$ cat config.mk
export PLATFORM = sky130hd
export DESIGN_NAME = sparse_sample_player
export DESIGN_NICKNAME = d
export VERILOG_FILES = /design/src/rtl/sparse_sample_player.sv
export SDC_FILE = /design/constraint.sdc
export NUM_CORES = 1
export LEC_CHECK = 0
export ABC_AREA = 1
export CAP_MARGIN = 20
export CORE_ASPECT_RATIO = 1.1
export CORE_MARGIN = 5
export CORE_UTILIZATION = 60
export CTS_BUF_LIST = sky130_fd_sc_hd__clkbuf_16
export DETAILED_ROUTE_END_ITERATION = 7
export GPL_ROUTABILITY_DRIVEN = 0
export PLACE_DENSITY = 0.91
export SYNTH_ARGS = -nofsm -noshare
export SYNTH_HDL_FRONTEND = slang
export SYNTH_SLANG_ARGS = --single-unit
$ cat constraint.sdc
create_clock -name clk -period 4.7 [get_ports clk]
set_input_delay 1.175 -clock clk [delete_from_list [all_inputs] [get_ports clk]]
set_output_delay 1.175 -clock clk [all_outputs]
set_load 0.02 [all_outputs]
$ cat src/rtl/sparse_sample_player.sv
// Sparse sample player: rebuilds a dense, time-aligned sample stream from
// {start_time, run_length} descriptors and the run sample words.
//
// state | meaning
// IDLE  | stopped, timer held at 0, output invalid
// FETCH | waiting for the prefetch entry to hold a run descriptor
// WAIT  | run loaded, waiting for the timer to reach its start_time
// PLAY  | consuming one sample word per cycle for run_length cycles
// DONE  | final run finished, timer frozen, output zero
//
// Every start_time compare uses the timer value of the cycle that would be
// spent in PLAY (timer_q + 1 when deciding one cycle ahead). This keeps sample
// k of a run in PLAY exactly when timer == start_time + k, so the registered
// output appears one cycle later.
module sparse_sample_player #(
  parameter int SAMPLE_WIDTH     = 16,
  parameter int PARALLEL_SAMPLES = 1,
  parameter int CLOCK_WIDTH      = 48,
  parameter int LENGTH_WIDTH     = 16
) (
  input  logic                                     clk,
  input  logic                                     reset_n,
  input  logic                                     timestamps_in_valid_i,
  output logic                                     timestamps_in_ready_o,
  input  logic [CLOCK_WIDTH+LENGTH_WIDTH-1:0]      timestamps_in_data_i,
  input  logic                                     timestamps_in_last_i,
  input  logic                                     samples_in_valid_i,
  output logic                                     samples_in_ready_o,
  input  logic [SAMPLE_WIDTH*PARALLEL_SAMPLES-1:0] samples_in_data_i,
  input  logic                                     start_stop_valid_i,
  output logic                                     start_stop_ready_o,
  input  logic [1:0]                               start_stop_data_i,
  output logic                                     data_out_valid_o,
  output logic [SAMPLE_WIDTH*PARALLEL_SAMPLES-1:0] data_out_data_o,
  output logic                                     playback_done,
  output logic                                     underflow,
  output logic                                     late
);

  localparam int DW = SAMPLE_WIDTH * PARALLEL_SAMPLES;
  localparam logic [CLOCK_WIDTH-1:0]  T_ONE  = CLOCK_WIDTH'(1);
  localparam logic [LENGTH_WIDTH-1:0] L_ONE  = LENGTH_WIDTH'(1);
  localparam logic [LENGTH_WIDTH-1:0] L_ZERO = '0;

  typedef enum logic [2:0] {IDLE, FETCH, WAIT, PLAY, DONE} state_e;

  state_e                  state_q, state_d;
  logic [CLOCK_WIDTH-1:0]  timer_q, timer_d, next_time;
  logic                    ent_valid_q, ent_valid_d, ent_last_q, ent_last_d;
  logic [CLOCK_WIDTH-1:0]  ent_time_q, ent_time_d;
  logic [LENGTH_WIDTH-1:0] ent_len_q, ent_len_d;
  logic [CLOCK_WIDTH-1:0]  run_time_q, run_time_d;
  logic [LENGTH_WIDTH-1:0] rem_q, rem_d;
  logic                    run_last_q, run_last_d;
  logic [DW-1:0]           data_q, data_d;
  logic                    done_q, done_d, under_q, under_d, late_q, late_d;
  logic                    active, start_cmd, stop_cmd, launch;

  assign active    = (state_q == FETCH) || (state_q == WAIT) || (state_q == PLAY);
  assign start_cmd = start_stop_valid_i & start_stop_data_i[1];
  assign stop_cmd  = start_stop_valid_i & start_stop_data_i[0];
  assign next_time = timer_q + T_ONE;

  assign timestamps_in_ready_o = active & ~ent_valid_q;
  assign samples_in_ready_o    = (state_q == PLAY) & ~stop_cmd;
  assign start_stop_ready_o    = 1'b1;
  assign data_out_valid_o      = (state_q != IDLE);
  assign data_out_data_o       = data_q;
  assign playback_done         = done_q;
  assign underflow             = under_q;
  assign late                  = late_q;

  // Next-state, prefetch, run bookkeeping and output data selection.
  always_comb begin
    state_d     = state_q;
    timer_d     = timer_q;
    ent_valid_d = ent_valid_q;
    ent_time_d  = ent_time_q;
    ent_len_d   = ent_len_q;
    ent_last_d  = ent_last_q;
    run_time_d  = run_time_q;
    rem_d       = rem_q;
    run_last_d  = run_last_q;
    data_d      = '0;
    done_d      = done_q;
    under_d     = under_q;
    late_d      = late_q;
    launch      = 1'b0;

    if (active) timer_d = next_time;

    if (timestamps_in_ready_o && timestamps_in_valid_i) begin
      ent_valid_d = 1'b1;
      ent_time_d  = timestamps_in_data_i[CLOCK_WIDTH+LENGTH_WIDTH-1:LENGTH_WIDTH];
      ent_len_d   = timestamps_in_data_i[LENGTH_WIDTH-1:0];
      ent_last_d  = timestamps_in_last_i;
    end

    case (state_q)
      FETCH: begin
        if (ent_valid_q) begin
          if (ent_len_q == L_ZERO) begin
            ent_valid_d = 1'b0;
            if (ent_last_q) begin
              state_d = DONE;
              done_d  = 1'b1;
            end
          end else begin
            launch = 1'b1;
          end
        end
      end
      WAIT: begin
        if (next_time == run_time_q) state_d = PLAY;
      end
      PLAY: begin
        if (samples_in_valid_i) data_d = samples_in_data_i;
        else                    under_d = 1'b1;
        rem_d = rem_q - L_ONE;
        if (rem_q == L_ONE) begin
          if (run_last_q) begin
            state_d = DONE;
            done_d  = 1'b1;
          end else if (ent_valid_q && (ent_len_q != L_ZERO)) begin
            launch = 1'b1;
          end else begin
            // Zero-length leftovers are discarded by FETCH.
            state_d = FETCH;
          end
        end
      end
      default: ;
    endcase

    if (launch) begin
      ent_valid_d = 1'b0;
      run_time_d  = ent_time_q;
      rem_d       = ent_len_q;
      run_last_d  = ent_last_q;
      if (ent_time_q <= next_time) begin
        state_d = PLAY;
        if (ent_time_q < next_time) late_d = 1'b1;
      end else begin
        state_d = WAIT;
      end
    end

    if (start_cmd && ((state_q == IDLE) || (state_q == DONE))) begin
      state_d     = FETCH;
      timer_d     = '0;
      ent_valid_d = 1'b0;
      done_d      = 1'b0;
      under_d     = 1'b0;
      late_d      = 1'b0;
    end

    // Stop wins over a simultaneous start.
    if (stop_cmd) begin
      state_d     = IDLE;
      timer_d     = '0;
      ent_valid_d = 1'b0;
      data_d      = '0;
    end
  end

  // State and datapath registers with asynchronous clear.
  always_ff @(posedge clk or negedge reset_n) begin
    if (!reset_n) begin
      state_q     <= IDLE;
      timer_q     <= '0;
      ent_valid_q <= 1'b0;
      ent_time_q  <= '0;
      ent_len_q   <= '0;
      ent_last_q  <= 1'b0;
      run_time_q  <= '0;
      rem_q       <= '0;
      run_last_q  <= 1'b0;
      data_q      <= '0;
      done_q      <= 1'b0;
      under_q     <= 1'b0;
      late_q      <= 1'b0;
    end else begin
      state_q     <= state_d;
      timer_q     <= timer_d;
      ent_valid_q <= ent_valid_d;
      ent_time_q  <= ent_time_d;
      ent_len_q   <= ent_len_d;
      ent_last_q  <= ent_last_d;
      run_time_q  <= run_time_d;
      rem_q       <= rem_d;
      run_last_q  <= run_last_d;
      data_q      <= data_d;
      done_q      <= done_d;
      under_q     <= under_d;
      late_q      <= late_d;
    end
  end

endmodule

==> qor.yml <==
clocking:
  cts_resized: 0
  cts_hold_buf: 0
  clockRootBuffer: "clkbuf_16"
  clkSinkCount: 201
  cts.clk_slew.worst_paths_ns: 0.06
  clkLatencyLatePin_ns: 0.52
  cts_tree: "built"
  clockBufferDepth: 3
  post_cts_buffers: 0
  numCtsBuffers: 23
  htreeDepth: 1
final_layout:
  nNetsFinal: 1770
  finalCoreUtilization_pct: 71.8
  num_antenna_cells: 0
  final_cells: 1894
  fill_cells: 1387
  drive_gt1_share_pct: 6.44
  area_growth_pct: 17.5
run:
  maxCapViolCount: 0
floorplan:
  dieArea_um2: 22400
  io_pins: 111
  initial_core_util_pct: 61.2
  die-width_um: 143
  core_area_um2: 19200
  die_h_um: 157
  fp-row-count: 53
sta:
  setup_tns_ns: 0
  worst_pin_slew_ns: 0.850
  slew_viol_final: 0
  slew_headroom_pct: 43.2
  rsz0062_at_grt: "no"
  finalSetupViolations: 0
  skew_ns: 0.0175
  max_freq_mhz: 262
  whs_ns: 0.499
  hold_violations: 0
  period_share_pct: 81.2
  fin_crit_ns: 3.82
logic_synthesis:
  synthesis.area_um2: 11700
  syn_avg_cell_area_um2: 7.68
  seq_area_frac_synth_pct: 42.9
  syn_inst: 1527
  async_reset_ff_share_pct: 100
  ys_types: 46
  synth_top_area_share_pct: 42.9
  yosysWarnings: 0
  synthTopCellsByArea: "dfrtp_1 43%, nand2_1 13%, nor2_1 6.2%, inv_1 6.0%, ha_1 5.4%"
  synth-main-ff-cell: "dfrtp_1"
  synth_edf_count: 0
  synth_seq_cells: 201
  yosys.area.top_type: "dfrtp_1"
  syn_nets: 1666
worst_setup_path:
  reg2regPathDepth: 20
  critPathTopFamily: "buffers and inverters"
  worstReg2RegEnd: "state_q[0]"
  path_buf_inv: 3
  r2r_start: "timer_q[0]"
  r2r_slack_ns: 0.95
  cp-end-kind: "primary output"
  critPathLaunchType: "input pin"
  cp_data_required_time_ns: 3.52
  cp.depth: 5
  slowest_delay_ns: 0.64
  crit_chain: "clkdlybuf4s50_1 > nand2_1 > inv_1 > nor2_1 > clkdlybuf4s50_1"
  worstPathMaxFanout: 6
  crit_top_cell: "clkdlybuf4s50_1"
  arrival_ns: 2.64
  critPathSlowestCell: "clkdlybuf4s50_1"
  critical_path_class: "input pin to primary output"
placement:
  dp_hpwl_mm: 22.8
  port_buffers: 109
  dp.cells: 1853
drt:
  drc: 0
  drt_iter0_markers: 1123
  dr_total_vias: 11100
  drt-total-wl_mm: 31.5
  dr.pass1.iters: 8
  via_per_inst: 5.85
  drt-wirelength-per-cell_um: 16.6
  drtAntennaViolNets: 0
pwr:
  power_density_nw_per_um2: 478
  ir_worst_vdd_uv: 425
  combPwrFrac_pct: 31.9
  seqPwrFrac_pct: 41.9
  internal_power_uw: 4170
  clkPwrFrac_pct: 26.2
  p_leak_uw: 0.00652
  switchingPower_uw: 2410
  report.power.total_uw: 6580
  swShare_pct: 36.6
global_routing:
  grtUsageTotal_pct: 28.1
  antenna_found_initial: 0
  grt_pass1_vias: 10900
  grt_max_degree: 97
  grt_first_pass_wirelength_mm: 51.5
  grt.overflow.total: 0
worst_hold_path:
  hold_depth: 2
  min_delay_worst_endpoint: "run_time_q[5]"
  min_path_type: "flop to flop"
  hp-start: "run_time_q[5]"
run_status:
  status: "finished clean"
-- synth_stat cells (5+ instances only) --
| library cell | number |
|---|---|
| a21oi_1 | 76 |
| clkbuf_1 | 30 |
| dfrtp_1 | 201 |
| ha_1 | 51 |
| inv_1 | 187 |
| inv_2 | 6 |
| mux2_2 | 13 |
| nand2_1 | 392 |
| nand2_2 | 13 |
| nand3_1 | 100 |
| nand3b_1 | 21 |
| nand4_1 | 23 |
| nor2_1 | 193 |
| nor2_2 | 11 |
| nor2_4 | 6 |
| nor3_1 | 5 |
| nor4_1 | 11 |
| o211ai_1 | 6 |
| o21ai_0 | 65 |
| o221ai_1 | 5 |
| o22ai_1 | 44 |
| xnor3_1 | 5 |
| xor2_1 | 18 |
-- cells in the final DEF (no fill, tap or decap), types with 3 or more instances in the layout --
| master | n |
|---|---|
| o21ai_1 | 4 |
| nor4_1 | 11 |
| buf_4 | 6 |
| nand2_2 | 13 |
| ha_1 | 51 |
| nor2_8 | 4 |
| nor2_1 | 193 |
| a21oi_1 | 76 |
| mux2_2 | 13 |
| clkinvlp_4 | 3 |
| a211oi_1 | 4 |
| nand3b_1 | 21 |
| inv_2 | 6 |
| o21a_1 | 3 |
| o221ai_1 | 5 |
| nand4_1 | 23 |
| xor2_1 | 18 |
| o211ai_1 | 6 |
| clkinv_2 | 5 |
| nand3_1 | 100 |
| xnor3_1 | 5 |
| clkbuf_16 | 23 |
| dfrtp_1 | 201 |
| nor2_2 | 11 |
| inv_1 | 192 |
| nor2_4 | 6 |
| xnor2_1 | 4 |
| o22ai_1 | 44 |
| nand2_4 | 4 |
| nand2_1 | 391 |
| nor3_1 | 5 |
| clkdlybuf4s50_1 | 108 |
| clkinv_1 | 3 |
| o21ai_0 | 65 |
-- worst register-to-register path, delay by kind of cell, from the launching register on --
| family | cells | cell delay (ns) |
|---|---|---|
| AND/OR/NAND/NOR | 17 | 2.56 |
| adder cells (fa/ha/maj) | 2 | 0.52 |
| flip-flops | 1 | 0.42 |
| buffers and inverters | 1 | 0.16 |
-- sequential cells by signal, summed over array words and instances (netlist names) --
signal and count:
data_out_data_o 16, ent_last_q 1, ent_len_q 16, ent_time_q 48, ent_valid_q 1, late 1, playback_done 1, rem_q 16
run_last_q 1, run_time_q 48, state_q 3, timer_q 48, underflow 1
-- metrics by stage --
step / cell area (um2) / setup WS [ns]
6_report: 13800 / 0.885
3_5_place_dp: 13100 / 0.877
2_1_floorplan: 11700 / 1.78
4_1_cts: 13800 / 0.876
5_1_grt: 13800 / 0.744
3_3_place_gp: 13100 / 0.991
-- final cells by class --
cell class,count,area [um2],area share (%)
sequential,201,5030,36.5
clock inverter,18,138,1.00
multi-input combinational,1095,5810,42.2
timing repair buffer,117,1180,8.57
inverter,193,724,5.26
clock buffer,23,576,4.18
tap,247,309,2.24
-- worst max-delay path by stage --
stage,startpoint,to,slack [ns]
after CTS,start_stop_valid_i,samples_in_ready_o,0.88
after global placement,start_stop_valid_i,samples_in_ready_o,0.99
after global routing,timer_q[0],state_q[0],0.74
final,start_stop_valid_i,samples_in_ready_o,0.88
after floorplan,timer_q[0],state_q[0],1.78
after detailed placement,start_stop_valid_i,samples_in_ready_o,0.88
-- cell families (layout without fill, tap and decap cells) --
family,count (synthesis),after routing,synth area share [%]
flip-flops,201,201,42.9
AND/OR/NAND/NOR,789,789,29.8
multiplexers,13,13,1.25
XOR/XNOR,27,27,2.60
buffers and inverters,231,351,7.63
other,1,1,0.0320
AO/OA/AOI/OAI,214,214,10.3
adder cells (fa/ha/maj),51,51,5.44
-- per-layer routing --
metal	global-route usage, %	part of all wire (%)	vias up
li1	-	-	5187
met1	34.4	37	5147
met2	47.4	48	600
met3	6.48	10	137
met4	12.8	4.8	0
met5	0	0	-
-- power groups by stage --
stage | sequential (uW) | clock [uW] | combinational [uW]
5_1_grt | 2820 | 1820 | 2400
2_1_floorplan | 2610 | 0 | 1510
6_report | 2760 | 1730 | 2100
4_1_cts | 2740 | 1740 | 2100
3_5_place_dp | 2760 | 0 | 2080
3_3_place_gp | 2730 | 0 | 1960
Note: power is estimated with default switching activity, not from simulation.
